File: src/rtl/mini_cpu_pkg.sv
// Shared widths, opcodes and helpers for the mini RISC-V core.
// Used by the decoder, the register file and the execute/writeback stage.
package mini_cpu_pkg;

    localparam int DATA_W = 4;
    localparam int ADDR_W = 3;
    localparam int CNT_W  = $clog2(DATA_W);

    localparam logic [2:0] OP_ADD = 3'b000;
    localparam logic [2:0] OP_SUB = 3'b001;
    localparam logic [2:0] OP_AND = 3'b010;
    localparam logic [2:0] OP_OR  = 3'b011;
    localparam logic [2:0] OP_XOR = 3'b100;
    localparam logic [2:0] OP_SLL = 3'b101;
    localparam logic [2:0] OP_SLT = 3'b110;
    localparam logic [2:0] OP_MUL = 3'b111;

    typedef enum logic [1:0] {
        EX_EMPTY = 2'b00,
        EX_ALU   = 2'b01,
        EX_MUL   = 2'b10
    } ex_state_e;

    // One shift-add step: the multiplicand shifted by the current bit position, or zero.
    function automatic logic [DATA_W-1:0] mul_partial(
        input logic [DATA_W-1:0] a,
        input logic [DATA_W-1:0] b,
        input logic [CNT_W-1:0]  cnt
    );
        if (b[cnt]) begin
            mul_partial = a << cnt;
        end else begin
            mul_partial = {DATA_W{1'b0}};
        end
    endfunction

endpackage

File: src/rtl/exec_wb_stage_if.sv
// Instruction-in / register-file-write bus between decode, exec_wb_stage and the register file.
// master = decode/regfile side, slave = exec_wb_stage.
interface exec_wb_stage_if;
    import mini_cpu_pkg::*;

    logic              in_valid;
    logic              in_ready;
    logic [2:0]        in_op;
    logic [ADDR_W-1:0] in_rd;
    logic [ADDR_W-1:0] in_rs1;
    logic [ADDR_W-1:0] in_rs2;
    logic [DATA_W-1:0] in_rs1_data;
    logic [DATA_W-1:0] in_rs2_data;
    logic [DATA_W-1:0] in_imm;
    logic              in_use_imm;
    logic              we;
    logic [ADDR_W-1:0] rd_addr;
    logic [DATA_W-1:0] rd_data;

    modport master (
        output in_valid, in_op, in_rd, in_rs1, in_rs2,
               in_rs1_data, in_rs2_data, in_imm, in_use_imm,
        input  in_ready, we, rd_addr, rd_data
    );

    modport slave (
        input  in_valid, in_op, in_rd, in_rs1, in_rs2,
               in_rs1_data, in_rs2_data, in_imm, in_use_imm,
        output in_ready, we, rd_addr, rd_data
    );

endinterface

File: src/rtl/mini_alu.sv
// Single-cycle ALU for the mini core; MUL is iterated in exec_wb_stage and yields zero here.
module mini_alu
    import mini_cpu_pkg::*;
(
    input  logic [DATA_W-1:0] i_a,
    input  logic [DATA_W-1:0] i_b,
    input  logic [2:0]        i_op,
    output logic [DATA_W-1:0] o_result
);

    // Opcode decode; every result wraps to DATA_W bits.
    always_comb begin
        o_result = {DATA_W{1'b0}};
        case (i_op)
            OP_ADD:  o_result = i_a + i_b;
            OP_SUB:  o_result = i_a - i_b;
            OP_AND:  o_result = i_a & i_b;
            OP_OR:   o_result = i_a | i_b;
            OP_XOR:  o_result = i_a ^ i_b;
            OP_SLL:  o_result = i_a << i_b[1:0];
            OP_SLT:  o_result = {{(DATA_W-1){1'b0}}, ($signed(i_a) < $signed(i_b))};
            default: o_result = {DATA_W{1'b0}};
        endcase
    end

endmodule

File: src/rtl/exec_wb_stage.sv
// Execute + writeback stage: one EX slot (ALU or 4-cycle shift-add MUL), a registered
// writeback slot driving the register file, and EX/WB forwarding into accepted operands.
module exec_wb_stage
    import mini_cpu_pkg::*;
(
    input  logic            clk,
    input  logic            rst,
    exec_wb_stage_if.slave  bus
);

    ex_state_e         r_state;
    logic [2:0]        r_op;
    logic [ADDR_W-1:0] r_rd;
    logic [DATA_W-1:0] r_a;
    logic [DATA_W-1:0] r_b;
    logic [DATA_W-1:0] r_acc;
    logic [CNT_W-1:0]  r_cnt;
    logic              r_we;
    logic [ADDR_W-1:0] r_rd_addr;
    logic [DATA_W-1:0] r_rd_data;

    logic [DATA_W-1:0] w_alu_res;
    logic [DATA_W-1:0] w_mul_sum;
    logic [DATA_W-1:0] w_ex_res;
    logic [DATA_W-1:0] w_op_a;
    logic [DATA_W-1:0] w_op_b;
    logic              w_mul_last;
    logic              w_ex_final;
    logic              w_ready;
    logic              w_accept;

    mini_alu u_alu (
        .i_a      (r_a),
        .i_b      (r_b),
        .i_op     (r_op),
        .o_result (w_alu_res)
    );

    assign w_mul_last = (r_state == EX_MUL) && (r_cnt == CNT_W'(DATA_W - 1));
    assign w_mul_sum  = r_acc + mul_partial(r_a, r_b, r_cnt);
    assign w_ex_final = (r_state == EX_ALU) || w_mul_last;
    assign w_ex_res   = (r_state == EX_MUL) ? w_mul_sum : w_alu_res;
    // Ready comes back in the last MUL iteration so the next op enters without a gap.
    assign w_ready    = !rst && !((r_state == EX_MUL) && !w_mul_last);
    assign w_accept   = bus.in_valid && w_ready;

    // Operand A: x0 -> 0, then EX result, then WB slot, then register file data.
    always_comb begin
        w_op_a = bus.in_rs1_data;
        if (bus.in_rs1 == {ADDR_W{1'b0}}) begin
            w_op_a = {DATA_W{1'b0}};
        end else if (w_ex_final && (r_rd == bus.in_rs1)) begin
            w_op_a = w_ex_res;
        end else if (r_we && (r_rd_addr == bus.in_rs1)) begin
            w_op_a = r_rd_data;
        end else begin
            w_op_a = bus.in_rs1_data;
        end
    end

    // Operand B: immediate overrides rs2 entirely; otherwise same forwarding order as A.
    always_comb begin
        w_op_b = bus.in_rs2_data;
        if (bus.in_use_imm) begin
            w_op_b = bus.in_imm;
        end else if (bus.in_rs2 == {ADDR_W{1'b0}}) begin
            w_op_b = {DATA_W{1'b0}};
        end else if (w_ex_final && (r_rd == bus.in_rs2)) begin
            w_op_b = w_ex_res;
        end else if (r_we && (r_rd_addr == bus.in_rs2)) begin
            w_op_b = r_rd_data;
        end else begin
            w_op_b = bus.in_rs2_data;
        end
    end

    // EX state machine, multiply iteration and writeback slot.
    always_ff @(posedge clk) begin
        if (rst) begin
            r_state   <= EX_EMPTY;
            r_op      <= OP_ADD;
            r_rd      <= {ADDR_W{1'b0}};
            r_a       <= {DATA_W{1'b0}};
            r_b       <= {DATA_W{1'b0}};
            r_acc     <= {DATA_W{1'b0}};
            r_cnt     <= {CNT_W{1'b0}};
            r_we      <= 1'b0;
            r_rd_addr <= {ADDR_W{1'b0}};
            r_rd_data <= {DATA_W{1'b0}};
        end else begin
            // Address/data only move on a real write, so they hold while we is low.
            if (w_ex_final && (r_rd != {ADDR_W{1'b0}})) begin
                r_we      <= 1'b1;
                r_rd_addr <= r_rd;
                r_rd_data <= w_ex_res;
            end else begin
                r_we      <= 1'b0;
            end

            case (r_state)
                EX_EMPTY, EX_ALU: begin
                    if (w_accept) begin
                        r_state <= (bus.in_op == OP_MUL) ? EX_MUL : EX_ALU;
                        r_op    <= bus.in_op;
                        r_rd    <= bus.in_rd;
                        r_a     <= w_op_a;
                        r_b     <= w_op_b;
                        r_acc   <= {DATA_W{1'b0}};
                        r_cnt   <= {CNT_W{1'b0}};
                    end else begin
                        r_state <= EX_EMPTY;
                    end
                end
                EX_MUL: begin
                    if (!w_mul_last) begin
                        r_acc <= w_mul_sum;
                        r_cnt <= r_cnt + CNT_W'(1);
                    end else if (w_accept) begin
                        r_state <= (bus.in_op == OP_MUL) ? EX_MUL : EX_ALU;
                        r_op    <= bus.in_op;
                        r_rd    <= bus.in_rd;
                        r_a     <= w_op_a;
                        r_b     <= w_op_b;
                        r_acc   <= {DATA_W{1'b0}};
                        r_cnt   <= {CNT_W{1'b0}};
                    end else begin
                        r_state <= EX_EMPTY;
                    end
                end
                default: begin
                    r_state <= EX_EMPTY;
                end
            endcase
        end
    end

    assign bus.in_ready = w_ready;
    assign bus.we       = r_we;
    assign bus.rd_addr  = r_rd_addr;
    assign bus.rd_data  = r_rd_data;

endmodule

File: src/flat_wrapper.sv
// flat-port wrapper written by rule: the top's interface ports become plain ports
module exec_wb_stage_flat import mini_cpu_pkg::*;
  (clk, rst, bus_in_valid, bus_in_op, bus_in_rd, bus_in_rs1, bus_in_rs2, bus_in_rs1_data, bus_in_rs2_data, bus_in_imm, bus_in_use_imm, bus_in_ready, bus_we, bus_rd_addr, bus_rd_data);
  exec_wb_stage_if bus_i ();
  input  logic clk;
  input  logic rst;
  input wire logic [$bits(bus_i.in_valid)-1:0] bus_in_valid;
  input wire logic [$bits(bus_i.in_op)-1:0] bus_in_op;
  input wire logic [$bits(bus_i.in_rd)-1:0] bus_in_rd;
  input wire logic [$bits(bus_i.in_rs1)-1:0] bus_in_rs1;
  input wire logic [$bits(bus_i.in_rs2)-1:0] bus_in_rs2;
  input wire logic [$bits(bus_i.in_rs1_data)-1:0] bus_in_rs1_data;
  input wire logic [$bits(bus_i.in_rs2_data)-1:0] bus_in_rs2_data;
  input wire logic [$bits(bus_i.in_imm)-1:0] bus_in_imm;
  input wire logic [$bits(bus_i.in_use_imm)-1:0] bus_in_use_imm;
  output wire logic [$bits(bus_i.in_ready)-1:0] bus_in_ready;
  output wire logic [$bits(bus_i.we)-1:0] bus_we;
  output wire logic [$bits(bus_i.rd_addr)-1:0] bus_rd_addr;
  output wire logic [$bits(bus_i.rd_data)-1:0] bus_rd_data;
  assign bus_i.in_valid = bus_in_valid;
  assign bus_i.in_op = bus_in_op;
  assign bus_i.in_rd = bus_in_rd;
  assign bus_i.in_rs1 = bus_in_rs1;
  assign bus_i.in_rs2 = bus_in_rs2;
  assign bus_i.in_rs1_data = bus_in_rs1_data;
  assign bus_i.in_rs2_data = bus_in_rs2_data;
  assign bus_i.in_imm = bus_in_imm;
  assign bus_i.in_use_imm = bus_in_use_imm;
  assign bus_in_ready = bus_i.in_ready;
  assign bus_we = bus_i.we;
  assign bus_rd_addr = bus_i.rd_addr;
  assign bus_rd_data = bus_i.rd_data;
  exec_wb_stage u_core (.clk(clk), .rst(rst), .bus(bus_i));
endmodule
File: config.mk
export PLATFORM = sky130hd
export DESIGN_NAME = exec_wb_stage_flat
export DESIGN_NICKNAME = d
export VERILOG_FILES = /design/src/rtl/mini_cpu_pkg.sv /design/src/rtl/exec_wb_stage_if.sv /design/src/rtl/mini_alu.sv /design/src/rtl/exec_wb_stage.sv /design/src/flat_wrapper.sv
export SDC_FILE = /design/constraint.sdc
export NUM_CORES = 1
export LEC_CHECK = 0
export ABC_AREA = 0
export BUFFER_PORTS_ARGS = -buffer_cell sky130_fd_sc_hd__buf_2
export CAP_MARGIN = 10
export CELL_PAD_IN_SITES_DETAIL_PLACEMENT = 0
export CELL_PAD_IN_SITES_GLOBAL_PLACEMENT = 1
export CORE_MARGIN = 2
export CORE_UTILIZATION = 39
export DETAILED_ROUTE_END_ITERATION = 7
export HOLD_SLACK_MARGIN = 0.02
export PLACE_DENSITY = 0.78
export SETUP_SLACK_MARGIN = 0.5
export SYNTH_ARGS = -nofsm -noshare
export SYNTH_HDL_FRONTEND = slang
export SYNTH_HIERARCHICAL = 1
export SYNTH_SLANG_ARGS = --single-unit
File: constraint.sdc
create_clock -name clk -period 2.3 [get_ports clk]
set_input_delay 0.23 -clock clk [delete_from_list [all_inputs] [get_ports clk]]
set_output_delay 0.23 -clock clk [all_outputs]
set_load 0.005 [all_outputs]
==> reports/metrics.yaml, run 1 <==
pwr:
  comb_power_share_pct: 31.5
  sw_frac_of_total_pct: 31.52
  power-per-cell-area_mw_per_mm2: 511.3
  pwr-share-clk_pct: 30.4
  p_switching_mw: 0.4958
  power_report.internal_total_mw: 1.077
  p_leak_nw: 1.319
  p_seq_share_pct: 38.1
  worst_case_vdd_ir_drop_mv: 0.3664
yosys:
  post_synth.cell_area_avg_sq_um: 8.449
  number_of_distinct_library_cells_after_synthesis: 52
  synth-seq-cells: 30
  count_of_flip_flops_with_a_built_in_enable_after_synthesis: 0
  ys_seq_area_share_pct: 25.12
  post_synthesis_instance_total: 283
  flip_flop_cell_with_the_highest_count_after_synthesis: "dfxtp_1"
  async_set_or_reset_register_ratio_after_synthesis_pct: 0
  yosysWarningCount: 6
  synthesis.area_sq_mm: 0.002391
  synthesis.nets: 331
detailed_routing:
  dr.first_iter.drc_count: 92
  drt_pre_antenna_iters: 4
  drc_errors: 0
  route.detailed.wl_per_inst_um: 15.41
  detailroute.via_count: 2225
  drt.antenna.violating_nets: 0
  drt-vias-per-instance: 5.336
  drt-total-wl_mm: 6.427
critical_path:
  start_kind: "register"
  category_of_the_most_critical_setup_path: "register to register"
  timing.critical_path.to_type: "register"
  crit_fanout: 3
  worst_ep_required_time_ps: 2510
  critical_path_arrival_ps: 2440
grt:
  grt.met2_usage_pct: 35.56
  global_route.overflow_total: 0
  grt_antenna_before_repair: 0
  grt_start_max_net_pins: 20
  grt_most_used_layer: "met2"
  gr-usage-all-layers_pct: 20.88
  vias_in_the_first_global_route: 2236
  grt.met1_usage_pct: 26.86
  wire_length_of_the_first_global_routing_pass_mm: 10.81
  met3_usage_in_global_routing_pct: 3.587
timing:
  final-max-slew-violation-count: 0
  fin_ws_ps: 70.10
  hold_slack_ps: 149.4
  worst_clock_skew_on_the_final_layout_ps: 8.770
  unrepaired_setup_endpoints_after_global_routing: "true"
  slew-limit-headroom_pct: 64.46
  worst-slew-pin-transition_ps: 529.1
  fin_setup_tns_ps: 0
  finalCritPeriodShare_pct: 96.95
  peak_clock_frequency_supported_by_timing_mhz: 448.5
  setup_viol: 0
  layout_min_cycle_time_ps: 2230
  final_hold_fails: 0
clocking:
  clk_root_buffer_cell: "clkbuf_8"
  clock_sinks: 30
  clock_tree.buffer_depth: 2
  htreeDepth: 2
  cts_tree: "built"
  clock_slew_at_the_register_clock_pins_of_the_worst_setup_and_hold_paths_ps: 70
  cts_inserted_buffers: 5
  insertion_delay_ps: 280
status:
  run_status: "finished, final reports clean"
floorplanning:
  io-pin-count: 37
  die_y_um: 82.30
  floorplan.die_area_sq_mm: 0.006773
  width_of_the_chip_um: 82.30
  initial_utilization_pct: 40.38
  rows: 28
  core-area_sq_mm: 0.005921
placement:
  dpl_worst_slack_ps: -53.27
  gp_congestion: 0.8688
  placedInstanceArea_sq_mm: 0.002823
  dpl.hpwl_mm: 4.870
  dpl.cell_count: 407
  portBuffers: 36
finish:
  postLayoutCellArea_sq_mm: 0.003077
  multi_input_comb_area_sq_mm: 0.001809
  final_layout_size_suffix_gt1_share_pct: 34.80
  antenna_cells_inserted: 0
  flow.area_growth_from_synthesis_pct: 28.68
  ff_latch_area_sq_um: 615.6
  final_cell_count_no_fill: 417
  design.final.nets: 389
  fillCellCount: 560
run:
  maxCapViolations: 0
worst_hold_path:
  holdCritPathClass: "input pin to register"
[cells in the mapped netlist (5+ instances only)]
library cell | n | area share, %
a21oi_1 | 25 | 5.2
a22oi_1 | 5 | 1.6
clkbuf_1 | 7 | 1.1
dfxtp_1 | 30 | 25
ha_1 | 17 | 8.9
inv_1 | 11 | 1.7
mux2i_1 | 17 | 7.1
nand2_1 | 27 | 4.2
nand2b_1 | 9 | 2.4
nand3_1 | 9 | 1.9
nand4_1 | 5 | 1.3
nor2_1 | 19 | 3.0
nor3_1 | 6 | 1.3
o21ai_1 | 8 | 1.7
or2_1 | 5 | 1.3
xnor2_1 | 13 | 4.8
[cell type report]
cell class | count | share of cell area [%]
multi-input cells | 225 | 58.80
flip-flops and latches | 30 | 20.01
repair buffers | 65 | 13.05
inverters | 14 | 1.789
clock buffers | 8 | 3.294
well taps | 75 | 3.050
[critical path: stages, from the launching register on]
cell and delay [ps]:
dfxtp_2 340, mux4_2 520, and2_4 180, ha_4 290, xor2_2 180, mux2_4 210, nor3_2 50, a2111o_1 280
a21oi_1 120
[sequential cells by signal, indices dropped and copies added, names as in the netlist]
name,flops
u_core/r_state,2
u_core/bus.we,1
u_core/bus.rd_addr,3
u_core/bus.rd_data,4
u_core/r_cnt,2
u_core/r_a,4
u_core/r_op,3
u_core/r_acc,4
u_core/r_b,4
u_core/r_rd,3
[power groups by stage]
stage | logic (mW) | clock network [mW] | registers (mW)
final | 0.495 | 0.479 | 0.600
after global placement | 0.444 | 0 | 0.607
after detailed placement | 0.449 | 0 | 0.608
after CTS | 0.473 | 0.490 | 0.599
after floorplan | 0.295 | 0 | 0.600
after global routing | 0.548 | 0.515 | 0.606
[routing by layer]
| layer | wire [um] | share of wire (%) | up-vias |
|---|---|---|---|
| li1 | - | - | 1129 |
| met1 | 2976 | 46 | 1035 |
| met2 | 3071 | 48 | 51 |
| met3 | 268 | 4.2 | 10 |
| met4 | 110 | 1.7 | 0 |
| met5 | 0 | 0 | - |
[placed cells by master (no fill, tap or decap), drive strengths merged, types with 3 or more instances in the layout]
cell type	synthesis	final
a211oi	3	3
a21o	3	3
a21oi	26	26
a22o	3	3
a22oi	5	5
a31oi	4	4
and2	3	3
buf	7	65
clkbuf	7	8
dfxtp	30	30
fa	3	3
ha	17	17
inv	13	13
mux2	3	3
mux2i	17	17
mux4	3	3
nand2	27	27
nand2b	9	9
nand3	10	10
nand4	5	5
nor2	19	19
nor3	6	6
o211ai	4	4
o21ai	12	12
or2	5	5
xnor2	13	13
xor2	3	3
[final timing paths]
check | depth (start not counted) | startpoint | to | slack [ps]
min reg2reg | 2 | u_core/r_acc[0] | u_core/r_acc[0] | 490
min | 3 | bus_in_rd[0] | u_core/r_rd[0] | 150
max | 8 | u_core/r_cnt[0] | u_core/r_a[2] | 70
max reg2reg | 8 | u_core/r_cnt[0] | u_core/r_a[2] | 70
[cells by family after synthesis]
kind of cell / share of synthesized area [%]
muxes: 11.35
adders and majority gates: 11.41
xor gates and xnor gates: 6.803
buffers and inverters: 5.913
DFF: 25.12
and+or+nand+nor: 20.09
AOI/OAI and AO/OA: 19.31
[stage by stage]
| step | total power [mW] | util (%) |
|---|---|---|
| floorplan | 0.8949 | - |
| global placement | 1.051 | 47.68 |
| detailed placement | 1.057 | 47.68 |
| CTS | 1.562 | 51.08 |
| global route | 1.669 | 51.97 |
| finish | 1.573 | 51.97 |
[timing repair]
action	CTS	global route
endpoints found under the setup margin	18	19
gates cloned	0	0
hold buffers	0	0
buffers inserted	2	0
resized for setup	17	15
pin swaps	7	5
hold endpoints to repair	0	0
(Power assumes the default switching activity.)
==> inputs of run 2 (changes only) <==
--- a/config.mk
+++ b/config.mk
@@ -15,7 +15,7 @@
 export DETAILED_ROUTE_END_ITERATION = 7
 export HOLD_SLACK_MARGIN = 0.02
 export PLACE_DENSITY = 0.78
-export SETUP_SLACK_MARGIN = 0.5
+export RECOVER_POWER = 50
 export SYNTH_ARGS = -nofsm -noshare
 export SYNTH_HDL_FRONTEND = slang
 export SYNTH_HIERARCHICAL = 1
==> run 2 against run 1 <==
Combinational power fell by 1%. Global-route usage fell by 0.95 points. Core utilization fell by 0.51 points. Worst hold slack got worse by 9.2 ps. Critical path depth did not move. Clock-buffer cell count fell by 2. Sequential power barely moved. Sequential share of layout area rose by 0.12 points. Critical endpoint is now u_core/r_b[2]. Highest routed layer unchanged.
==> reports/metrics.yaml, run 2 (synthesized netlist as in run 1, its figures left out) <==
status:
  run_status: "finished, final reports clean"
timing:
  unrepaired_setup_endpoints_after_global_routing: "true"
  final_hold_fails: 0
  hold_slack_ps: 140.2
  worst-slew-pin-transition_ps: 520.2
  peak_clock_frequency_supported_by_timing_mhz: 442.0
  final-max-slew-violation-count: 0
  slew-limit-headroom_pct: 65.27
  fin_setup_tns_ps: 0
  layout_min_cycle_time_ps: 2263
  setup_viol: 0
  finalCritPeriodShare_pct: 98.38
  worst_clock_skew_on_the_final_layout_ps: 7.718
detailed_routing:
  dr.first_iter.drc_count: 112
  route.detailed.wl_per_inst_um: 15.57
  drt_pre_antenna_iters: 4
  drt.antenna.violating_nets: 0
  drt-vias-per-instance: 5.420
  detailroute.via_count: 2282
  drc_errors: 0
  drt-total-wl_mm: 6.554
pwr:
  p_leak_nw: 1.308
  power-per-cell-area_mw_per_mm2: 507.1
  finalPower_mw: 1.545
  worst_case_vdd_ir_drop_mv: 0.3601
worst_hold_path:
  hold_end: "u_core/r_rd[1]"
  holdCritPathClass: "input pin to register"
  hold_path.startpoint: "bus_in_rd[1]"
  hold-path-cell-count: 3
grt:
  grt_start_max_net_pins: 20
  gr-usage-all-layers_pct: 19.93
  wire_length_of_the_first_global_routing_pass_mm: 10.22
  vias_in_the_first_global_route: 2104
  grt_antenna_before_repair: 0
  global_route.overflow_total: 0
finish:
  antenna_cells_inserted: 0
  final_layout_size_suffix_gt1_share_pct: 32.37
  design.final.nets: 393
  most_frequent_cells_in_the_layout: "34 x buf_2, 29 x buf_4, 27 x nand2_1"
  final_common_cell: "buf_2"
  flow.area_growth_from_synthesis_pct: 27.42
  postLayoutCellArea_sq_mm: 0.003047
critical_path:
  critical-path-slowest-cell: "mux4_2"
  rr_startpoint: "u_core/r_cnt[0]"
  crit_fanout: 3
  path_delay_family: "multiplexers"
  rr_endpoint: "u_core/r_b[2]"
  critical_path_arrival_ps: 2430
  critical-path-max-stage-delay_ps: 500
  timing.reg2reg.worst_path_depth: 8
  worstPathCellList: "mux4_2, and2_1, ha_4, xor2_2, mux2_4, buf_6, a221oi_2, a21oi_1"
  worst-r2r-setup-slack_ps: 40
  worstPathBufferInverterCount: 1
  timing.critical_path.to_type: "register"
  category_of_the_most_critical_setup_path: "register to register"
  critical_path_cell_count: 8
  worst_ep_required_time_ps: 2470
  start_kind: "register"
placement:
  dpl.hpwl_mm: 4.840
  portBuffers: 36
  placedInstanceArea_sq_mm: 0.002783
  gp_congestion: 0.9169
clocking:
  htreeDepth: 2
  cts_tree: "built"
  clock_tree.buffer_depth: 2
  clock_sinks: 30
  holdBufCountCts: 0
  clk_root_buffer_cell: "clkbuf_8"
  insertion_delay_ps: 290
  clock_slew_at_the_register_clock_pins_of_the_worst_setup_and_hold_paths_ps: 70
  cts_inserted_buffers: 5
run:
  maxCapViolations: 0
floorplanning:
  width_of_the_chip_um: 82.30
  io-pin-count: 37
  core-area_sq_mm: 0.005921
  initial_utilization_pct: 40.38
  rows: 28
  die_y_um: 82.30
  floorplan.die_area_sq_mm: 0.006773
run 2: cell type report:
| type | count | area (sq um) |
|---|---|---|
| sequential | 30 | 613.1 |
| clock buffer | 6 | 82.58 |
| timing repair buffer | 69 | 426.7 |
| tap | 75 | 93.84 |
| multi-input combinational | 225 | 1765 |
| clock inverter | 2 | 12.51 |
| fill | 571 | 2874 |
| inverter | 14 | 52.55 |
run 2: stage by stage:
stage	cells	util (%)	setup slack (ps)
after floorplan	283	-	-6.465
after global placement	407	47.00	-49.56
after detailed placement	407	47.00	-79.96
after CTS	417	49.28	11.86
after global routing	421	51.46	-76.95
final	421	51.46	37.36
run 2: worst max-delay path by stage:
stage,slack (ps),endpoint,startpoint
final,40,u_core/r_b[2],u_core/r_cnt[0]
after global routing,-80,u_core/r_a[1],u_core/r_a[0]
after CTS,10,u_core/r_a[2],u_core/r_a[0]
after detailed placement,-80,u_core/r_a[0],u_core/r_a[0]
after global placement,-50,u_core/r_a[0],u_core/r_a[0]
after floorplan,-6,u_core/r_a[2],u_core/r_cnt[0]
run 2: worst register-to-register path, delay by kind of cell (launching register included):
kind | cells | cell delay, ps
and+or+nand+nor | 1 | 180
buffers and inverters | 1 | 120
adders and majority gates | 1 | 230
muxes | 2 | 780
AOI/OAI and AO/OA | 2 | 310
xor gates and xnor gates | 1 | 180
DFF | 1 | 350
run 2: repair_timing:
action / in CTS / in global routing
resized for setup: 7 / 25
endpoints found under the setup margin: 6 / 12
setup buffers: 2 / 4
pin swaps: 2 / 12
run 2: power by group:
group | switching [mW] | internal (mW) | total (mW) | leakage (nW)
combinational | 0.243 | 0.244 | 0.488 | 1.01
clock | 0.217 | 0.240 | 0.457 | 0.0472
sequential | 0.0493 | 0.551 | 0.600 | 0.248
total | 0.510 | 1.04 | 1.54 | 1.31
run 2: metal layers:
layer	up-vias	share of wire (%)	GRT usage, %
met5	-	0	0
met4	0	2.3	7.000
met3	14	3.7	3.587
met2	49	48	32.10
met1	1079	46	26.73
li1	1140	-	-
